### src/rtl/scroll_if.sv
// Scroll controller bus: vsync/control requests in, draw offsets out.
// master = timing/control side, slave = scroll_ctrl.
interface scroll_if;
    logic        vsync_in;
    logic        start;
    logic        brake;
    logic        steer_left;
    logic        steer_right;
    logic [10:0] xpos;
    logic [10:0] ypos;
    logic [3:0]  speed;
    logic [1:0]  state;
    logic        frame_tick;

    modport master (
        output vsync_in, start, brake, steer_left, steer_right,
        input  xpos, ypos, speed, state, frame_tick
    );

    modport slave (
        input  vsync_in, start, brake, steer_left, steer_right,
        output xpos, ypos, speed, state, frame_tick
    );
endinterface

### src/rtl/scroll_ctrl.sv
// Frame-synchronous scroll FSM (idle/accel/cruise/brake) driving draw_img xpos/ypos.
// Latency: 2 pclk from vsync rising edge to updated outputs; no backpressure, inputs are levels.
module scroll_ctrl #(
    parameter int TILE_H       = 128,
    parameter int X_MAX        = 896,
    parameter int X_INIT       = 448,
    parameter int MAX_SPEED    = 8,
    parameter int ACCEL_FRAMES = 4
) (
    input  logic     pclk,
    input  logic     rst,
    scroll_if.slave  bus
);

    typedef enum logic [1:0] {
        IDLE   = 2'd0,
        ACCEL  = 2'd1,
        CRUISE = 2'd2,
        BRAKE  = 2'd3
    } state_t;

    localparam logic [10:0] XI    = 11'(X_INIT);
    localparam logic [10:0] XM    = 11'(X_MAX);
    localparam logic [11:0] TH    = 12'(TILE_H);
    localparam logic [3:0]  MS    = 4'(MAX_SPEED);
    localparam logic [7:0]  ACC_F = 8'(ACCEL_FRAMES);

    state_t      state_q, state_d;
    logic [10:0] xpos_q, xpos_d;
    logic [10:0] ypos_q, ypos_d;
    logic [3:0]  speed_q, speed_d;
    logic [7:0]  cnt_q, cnt_d;
    logic        latch_q, latch_d;
    logic        vsync_q, vsync_d;
    logic        armed_q, armed_d;
    logic        frame_tick_q, frame_tick_d;
    logic [11:0] ysum;
    logic [3:0]  spd_new;

    always_comb begin
        state_d  = state_q;
        xpos_d   = xpos_q;
        ypos_d   = ypos_q;
        speed_d  = speed_q;
        cnt_d    = cnt_q;
        latch_d  = latch_q;
        spd_new  = speed_q;
        ysum     = {1'b0, ypos_q} + {8'd0, speed_q};
        vsync_d  = bus.vsync_in;
        // After reset a low vsync must be seen first, so a held-high vsync cannot fake an edge.
        armed_d  = armed_q | ~bus.vsync_in;
        frame_tick_d = bus.vsync_in & ~vsync_q & armed_q;

        if (state_q == IDLE && bus.start)
            latch_d = 1'b1;

        if (frame_tick_q) begin
            ypos_d = (ysum >= TH) ? 11'(ysum - TH) : ysum[10:0];

            if (state_q != IDLE) begin
                if (bus.steer_left && !bus.steer_right)
                    xpos_d = (xpos_q == 11'd0) ? 11'd0 : xpos_q - 11'd1;
                else if (bus.steer_right && !bus.steer_left)
                    xpos_d = (xpos_q >= XM) ? XM : xpos_q + 11'd1;
            end

            case (state_q)
                IDLE: begin
                    xpos_d = XI;
                    if (latch_q) begin
                        state_d = ACCEL;
                        speed_d = 4'd0;
                        cnt_d   = 8'd0;
                        latch_d = 1'b0;
                    end
                end
                ACCEL: begin
                    if (bus.brake) begin
                        state_d = BRAKE;
                        cnt_d   = 8'd0;
                    end else begin
                        if (cnt_q + 8'd1 == ACC_F) begin
                            cnt_d   = 8'd0;
                            spd_new = speed_q + 4'd1;
                        end else begin
                            cnt_d   = cnt_q + 8'd1;
                        end
                        speed_d = spd_new;
                        if (spd_new == MS)
                            state_d = CRUISE;
                    end
                end
                CRUISE: begin
                    if (bus.brake)
                        state_d = BRAKE;
                end
                BRAKE: begin
                    spd_new = (speed_q == 4'd0) ? 4'd0 : speed_q - 4'd1;
                    speed_d = spd_new;
                    if (spd_new == 4'd0) begin
                        state_d = IDLE;
                        xpos_d  = XI;
                    end else if (!bus.brake) begin
                        state_d = ACCEL;
                        cnt_d   = 8'd0;
                    end
                end
                default: state_d = IDLE;
            endcase
        end
    end

    always_ff @(posedge pclk or negedge rst) begin
        if (!rst) begin
            state_q      <= IDLE;
            xpos_q       <= XI;
            ypos_q       <= 11'd0;
            speed_q      <= 4'd0;
            cnt_q        <= 8'd0;
            latch_q      <= 1'b0;
            vsync_q      <= 1'b0;
            armed_q      <= 1'b0;
            frame_tick_q <= 1'b0;
        end else begin
            state_q      <= state_d;
            xpos_q       <= xpos_d;
            ypos_q       <= ypos_d;
            speed_q      <= speed_d;
            cnt_q        <= cnt_d;
            latch_q      <= latch_d;
            vsync_q      <= vsync_d;
            armed_q      <= armed_d;
            frame_tick_q <= frame_tick_d;
        end
    end

    assign bus.xpos       = xpos_q;
    assign bus.ypos       = ypos_q;
    assign bus.speed      = speed_q;
    assign bus.state      = state_q;
    assign bus.frame_tick = frame_tick_q;

endmodule

### src/flat_wrapper.sv
// flat-port wrapper written by rule: the top's interface ports become plain ports
module scroll_ctrl_flat 
#(
    parameter int TILE_H       = 128,
    parameter int X_MAX        = 896,
    parameter int X_INIT       = 448,
    parameter int MAX_SPEED    = 8,
    parameter int ACCEL_FRAMES = 4
)
  (pclk, rst, bus_vsync_in, bus_start, bus_brake, bus_steer_left, bus_steer_right, bus_xpos, bus_ypos, bus_speed, bus_state, bus_frame_tick);
  scroll_if bus_i ();
  input  logic pclk;
  input  logic rst;
  input wire logic [$bits(bus_i.vsync_in)-1:0] bus_vsync_in;
  input wire logic [$bits(bus_i.start)-1:0] bus_start;
  input wire logic [$bits(bus_i.brake)-1:0] bus_brake;
  input wire logic [$bits(bus_i.steer_left)-1:0] bus_steer_left;
  input wire logic [$bits(bus_i.steer_right)-1:0] bus_steer_right;
  output wire logic [$bits(bus_i.xpos)-1:0] bus_xpos;
  output wire logic [$bits(bus_i.ypos)-1:0] bus_ypos;
  output wire logic [$bits(bus_i.speed)-1:0] bus_speed;
  output wire logic [$bits(bus_i.state)-1:0] bus_state;
  output wire logic [$bits(bus_i.frame_tick)-1:0] bus_frame_tick;
  assign bus_i.vsync_in = bus_vsync_in;
  assign bus_i.start = bus_start;
  assign bus_i.brake = bus_brake;
  assign bus_i.steer_left = bus_steer_left;
  assign bus_i.steer_right = bus_steer_right;
  assign bus_xpos = bus_i.xpos;
  assign bus_ypos = bus_i.ypos;
  assign bus_speed = bus_i.speed;
  assign bus_state = bus_i.state;
  assign bus_frame_tick = bus_i.frame_tick;
  scroll_ctrl #(.TILE_H(TILE_H), .X_MAX(X_MAX), .X_INIT(X_INIT), .MAX_SPEED(MAX_SPEED), .ACCEL_FRAMES(ACCEL_FRAMES)) u_core (.pclk(pclk), .rst(rst), .bus(bus_i));
endmodule
### config.mk
export PLATFORM = sky130hd
export DESIGN_NAME = scroll_ctrl_flat
export DESIGN_NICKNAME = d
export VERILOG_FILES = /design/src/rtl/scroll_if.sv /design/src/rtl/scroll_ctrl.sv /design/src/flat_wrapper.sv
export SDC_FILE = /design/constraint.sdc
export NUM_CORES = 1
export LEC_CHECK = 0
export ABC_AREA = 1
export BUFFER_PORTS_ARGS = -buffer_cell sky130_fd_sc_hd__buf_4
export CAP_MARGIN = 10
export CORE_AREA = 2 2 96 98
export CTS_CLUSTER_DIAMETER = 100
export DETAILED_ROUTE_END_ITERATION = 10
export DIE_AREA = 0 0 98 100
export GPL_TIMING_DRIVEN = 0
export PLACE_DENSITY = 0.65
export SYNTH_ARGS = -nofsm -noshare
export SYNTH_HDL_FRONTEND = slang
export SYNTH_SLANG_ARGS = --single-unit
### constraint.sdc
create_clock -name pclk -period 2.95 [get_ports pclk]
set_clock_uncertainty 0.05 [all_clocks]
set_input_delay 0 -clock pclk [delete_from_list [all_inputs] [get_ports pclk]]
set_output_delay 0 -clock pclk [all_outputs]
set_load 0.02 [all_outputs]
# After elaboration in Yosys (flattened, before gate mapping)
# Cells that the tools add are included.
[classes] add_sub_neg=7 n_lt_le_gt_ge=2 n_eq_ne=12 n_mux=33 n_bitwise=5 reduce_logical=14
[ops] cell="two-way mux 11 bit" n=7
[ops] cell="two-way mux 8 bit" n=5
[ops] cell="two-way mux 4 bit" n=7
[ops] cell="one-hot mux 8 bit (3 select lines)" n=1
[ops] cell="one-hot mux 11 bit (2 select lines)" n=1
[ops] cell="adder 11 x 4 -> 12 bit" n=1
[ops] cell=">= comparator 12 x 8 -> 1 bit (second input constant)" n=1
[ops] cell="two-way mux 2 bit" n=6
[ops] cell="one-hot mux 4 bit (3 select lines)" n=1
[ops] cell="adder 11 x 1 -> 11 bit (second input constant)" n=1
[ops] cell=">= comparator 11 x 10 -> 1 bit (second input constant)" n=1
[ops] cell="zero test 11 bit" n=1
[ops] cell="subtractor 11 x 1 -> 11 bit (second input constant)" n=1
[ops] cell="subtractor 11 x 8 -> 11 bit (second input constant)" n=1
[ops] cell="AND reduction 5 bit" n=2
[ops] cell="adder 8 x 1 -> 8 bit (second input constant)" n=1
[ops] cell="== test 8 x 3 -> 1 bit (second input constant)" n=1
[ops] cell="zero test 4 bit" n=2
[ops] cell="!= test 2 bit (second input constant)" n=4
[ops] cell="one-hot mux 2 bit (4 select lines)" n=1
[ops] cell="!= test 3 x 2 -> 1 bit (second input constant)" n=2
[ops] cell="adder 4 x 1 -> 4 bit (second input constant)" n=1
[ops] cell="== test 2 bit (second input constant)" n=2
[ops] cell="== test 4 bit (second input constant)" n=1
[ops] cell="13 further kinds" n=21
[totals] register_bits=40 inputBits=7 out_inout_bits=29 elab_cells=82

# Longest topological paths before layout
[depth] word_depth=10 mapped_depth=15 mapped_depth_nobuf=15

# Least setup slack after synthesis
# OpenSTA, ideal clock, no wires.
[synth_path] kind="register to register" from="register u_core.speed_q[0] (netlist: u_core.bus.speed[0])" to="register u_core.ypos_q[9] (netlist: u_core.bus.ypos[9])" setup_ps=122 arrival_time_ps=2296 required_time_ps=2778 setup_slack_ps=482 stages_incl_launch_ff=14 n_path_buf=0 period_less_slack_ps=2468 path_cell_list="dfrtp_1 ha_1 inv_1 fa_1 o21ai_1 nand2_1 nor2_2 nand4_1 nand2_1 ha_1 inv_1 xor2_1 nand3_1 o21ai_1"
[synth_between] elab_chain_len=3 elab_cells_between_ends=4 cone_classes="2 x add/sub; 1 x order compare; 1 x mux"
[synth_rtl] item="start, declared" line_no="scroll_ctrl.sv:31" rtl="logic [3:0] speed_q, speed_d;"
[synth_rtl] item="start signal, assigned" line_no="scroll_ctrl.sv:128" rtl="speed_q <= speed_d;"
[synth_rtl] item="adder 11 x 4 -> 12 bit (*)" line_no="scroll_ctrl.sv:48" rtl="ysum = {1'b0, ypos_q} + {8'd0, speed_q};"
[synth_rtl] item="subtractor 11 x 8 -> 11 bit / >= comparator 12 x 8 -> 1 bit (equally long branches)" line_no="scroll_ctrl.sv:58" rtl="ypos_d = (ysum >= TH) ? 11'(ysum - TH) : ysum[10:0];"
[synth_rtl] item="two-way mux 11 bit (*)" line_no="scroll_ctrl.sv:58"
[synth_rtl] item="end signal, assigned" line_no="scroll_ctrl.sv:127" rtl="ypos_q <= ypos_d;"
[synth_rtl] item="end, declared" line_no="scroll_ctrl.sv:30" rtl="logic [10:0] ypos_q, ypos_d;"
# Mark *: on every way between the ends. The rest lies on a longest branch, timed or not.
# A chain may end at the register's enable or synchronous reset.

# Worst setup path in the final report
# Same ends and word-level chain as after synthesis.

==> out/metrics.cfg <==
[final_layout]
final.fill_count = 935
final_cell_mix = 123 x nand2_1, 61 x inv_1, 37 x dfrtp_1
seqCellArea_um2 = 1005
multiInputGateArea_um2 = 1815
final_common_cell = nand2_1
diodes = 0
nets = 520
area_growth_pct = 16.53
drive_above_1_share_pct = 14.29

[yosys]
yosys.area_share.xor_xnor_pct = 4.514
syn_area_um2 = 3104
synth.area.mux_share_pct = 0.3225
synth_top_area_share_pct = 29.83
synthSimpleGateAreaFrac_pct = 32.12
yosysUniqueCellTypes = 38
yosys_warnings = 0
synth.area.top_cells = dfrtp_1 30%, nand2_1 15%, inv_1 7.4%
syn_avg_cell_area_um2 = 6.868
synth_top_family_by_area = simple AND/OR/NAND/NOR gates
synth_fp_nets = 475
synthAdderAreaFrac_pct = 6.691
synth_area_leader_cell = dfrtp_1
synth_compound_area_share_pct = 14.83
synth_cells = 452
ys_ff_latch = 40
ys_seq_area_share_pct = 32.37

[routing]
ant_nets = 0
drt_drc_violations_left = 0
via_per_inst = 4.998
first_pass_iters = 4
first_iter_violations = 180
wl_per_cell_um = 12.43
vias = 3039
wl_um = 7557

[worst_setup_path]
required_ps = 3080
worstSetupPathType = register to register
critPathLaunch = u_core.bus.speed[0]
crit_path_end_kind = register
cp-endpoint = u_core.bus.ypos[9]
worst_r2r_path_depth = 13
r2r-end = u_core.bus.ypos[9]
cp.arrival_ps = 2740
r2r_slack_ps = 340
cp-start-kind = register
r2r_start = u_core.bus.speed[0]
max_stage_delay_ps = 530
slowest_stage = dfrtp_1
worstPathCellList = ha_1, inv_1, fa_1, o21ai_1, nand2_1, nor2_2, nand4_1, nand2_1, ha_1, inv_1, xor2_1, nand3_1, o21ai_1
cp_max_fo = 9

[global_routing]
grt_usage_pct = 16.42
overflow = 0
grt_start_max_net_pins = 41
grt_pass1_vias = 2898
antenna_found_initial = 0
grt_pass1_wl_um = 13400

[die]
die_h_um = 100
initial_utilization_pct = 34.92
die_w_um = 98
rows = 35
die_area_um2 = 9800
fp.coreArea_um2 = 8890
io_pins = 36

[cts]
htree_num_levels = 2
clock_latency_ps = 300
cts_buffer_depth = 2
cts_buffers = 5
cts_root_buffer = clkbuf_8
postCtsSetupRepairBufs = 0
ctsResizeCount = 0
clock_sink_count = 40
holdBufCountCts = 3
cts_tree = built
clkTransAtPathRegs_ps = 80

[power_and_ir_drop]
clkPwrFrac_pct = 9.7
intPower_uw = 1810
switching_power_uw = 1913
leakagePower_uw = 0.001788
ir_worst_vdd_uv = 455.1
p_per_area_nw_per_um2 = 1029
seqPwrFrac_pct = 28.1
switching_share_pct = 51.39
pwr-share-comb_pct = 62.1

[timing]
slew_violations = 0
rsz0062_at_grt = false
fin_crit_sh_pct = 88.44
tightest_slew_ps = 570.8
fmax_mhz = 383.3
setup_viol_count_final = 0
finalHoldViolCount = 0
hold-worst-slack_ps = 79.29
fin_crit_ps = 2609
timing.setup.tns_ps = 0
relSlewSlack_pct = 61.94

[outcome]
status = finished, final reports clean

[flow_run]
cap_violations = 0

[hold_path]
min_from = bus_brake
min_path_type = input port to register
worst_hold_path.num_cells = 5

[placement]
port_buffers = 35
place.gp.congestion = 0.8652
dp_hpwl_um = 5606

## worst min path at each step
| stage | end | slack, ps |
|---|---|---|
| 6_report | u_core.bus.state[1] | 80 |
| 5_1_grt | u_core.cnt_q[4] | 110 |
| 4_1_cts | u_core.cnt_q[3] | 60 |
| 3_5_place_dp | u_core.bus.xpos[2] | -30 |
| 3_3_place_gp | u_core.bus.xpos[2] | -30 |
| 2_1_floorplan | u_core.armed_q | -350 |
## state kept, by name, summed over array words and instances, names as in the netlist
name and count:
u_core.bus.speed 4, u_core.bus.state 2, u_core.latch_q 1, u_core.cnt_q 8
u_core.bus.frame_tick 1, u_core.bus.xpos 11, u_core.armed_q 1, u_core.vsync_q 1
u_core.bus.ypos 11
## cell type report
class                   count  area share [%]
inverters                  66           6.849
clock inverters             2          0.3459
clock buffers               5           1.902
flip-flops and latches     40           27.78
repair buffers             38           8.094
well taps                 111           3.839
multi-input cells         338           50.19
plain buffers               8           1.003
## metrics by stage
| step | setup WS [ps] | power (uW) | cell area (um2) | std cells | utilization [%] |
|---|---|---|---|---|---|
| 2_1_floorplan | 481.8 | 2667 | 3104 | 452 | - |
| 3_3_place_gp | 331.3 | 3311 | 3506 | 598 | 39.44 |
| 3_5_place_dp | 352.5 | 3360 | 3506 | 598 | 39.44 |
| 4_1_cts | 322.3 | 3745 | 3617 | 608 | 40.69 |
| 5_1_grt | 137.4 | 4127 | 3617 | 608 | 40.69 |
| 6_report | 340.9 | 3723 | 3617 | 608 | 40.69 |
## critical path: cells and delay by family, from the launching register on
kind	cells	cell delay (ps)
simple gates	5	620
flops	1	530
fa+ha+maj	3	770
compound gates	2	290
buf+inv	2	90
xor+xnor	1	150
## synthesized netlist by cell type, drive strengths merged
| library cell | n |
|---|---|
| clkinv | 1 |
| a22oi | 2 |
| o221ai | 1 |
| dfstp | 3 |
| dfrtp | 37 |
| fa | 1 |
| o22ai | 10 |
| inv | 65 |
| xnor2 | 4 |
| nand3b | 1 |
| and3 | 2 |
| o31ai | 1 |
| a31oi | 3 |
| buf | 3 |
| nor2 | 37 |
| o211ai | 1 |
| nand4 | 8 |
| clkbuf | 5 |
| a31o | 1 |
| nand2 | 130 |
| mux2i | 1 |
| ha | 15 |
| nand3 | 38 |
| o21ai | 46 |
| xor2 | 12 |
| nor3 | 6 |
| a21oi | 18 |
## power by group through the flow
| stage | Sequential, uW | Combinational, uW | Clock, uW |
|---|---|---|---|
| floorplan | 1210 | 1450 | 0 |
| global placement | 1060 | 2260 | 0 |
| detailed placement | 1060 | 2300 | 0 |
| CTS | 1050 | 2310 | 379 |
| global route | 1090 | 2630 | 402 |
| finish | 1050 | 2310 | 363 |
## per-layer routing
metal | share of wire, % | vias up | track usage, %
li1 | - | 1570 | -
met2 | 48 | 58 | 27.87
met1 | 47 | 1405 | 21.69
met3 | 3.4 | 6 | 2.646
met5 | 0 | - | 0
met4 | 1.1 | 0 | 4.808
## cell families (layout without fill, tap and decap cells)
logic type | count (synthesis) | in the layout
and+or+nand+nor | 222 | 222
AOI/OAI and AO/OA | 83 | 83
buffers and inverters | 74 | 119
DFF | 40 | 40
adders and majority gates | 16 | 16
xor gates and xnor gates | 16 | 16
muxes | 1 | 1
Note: power is estimated with default switching activity, not from simulation.
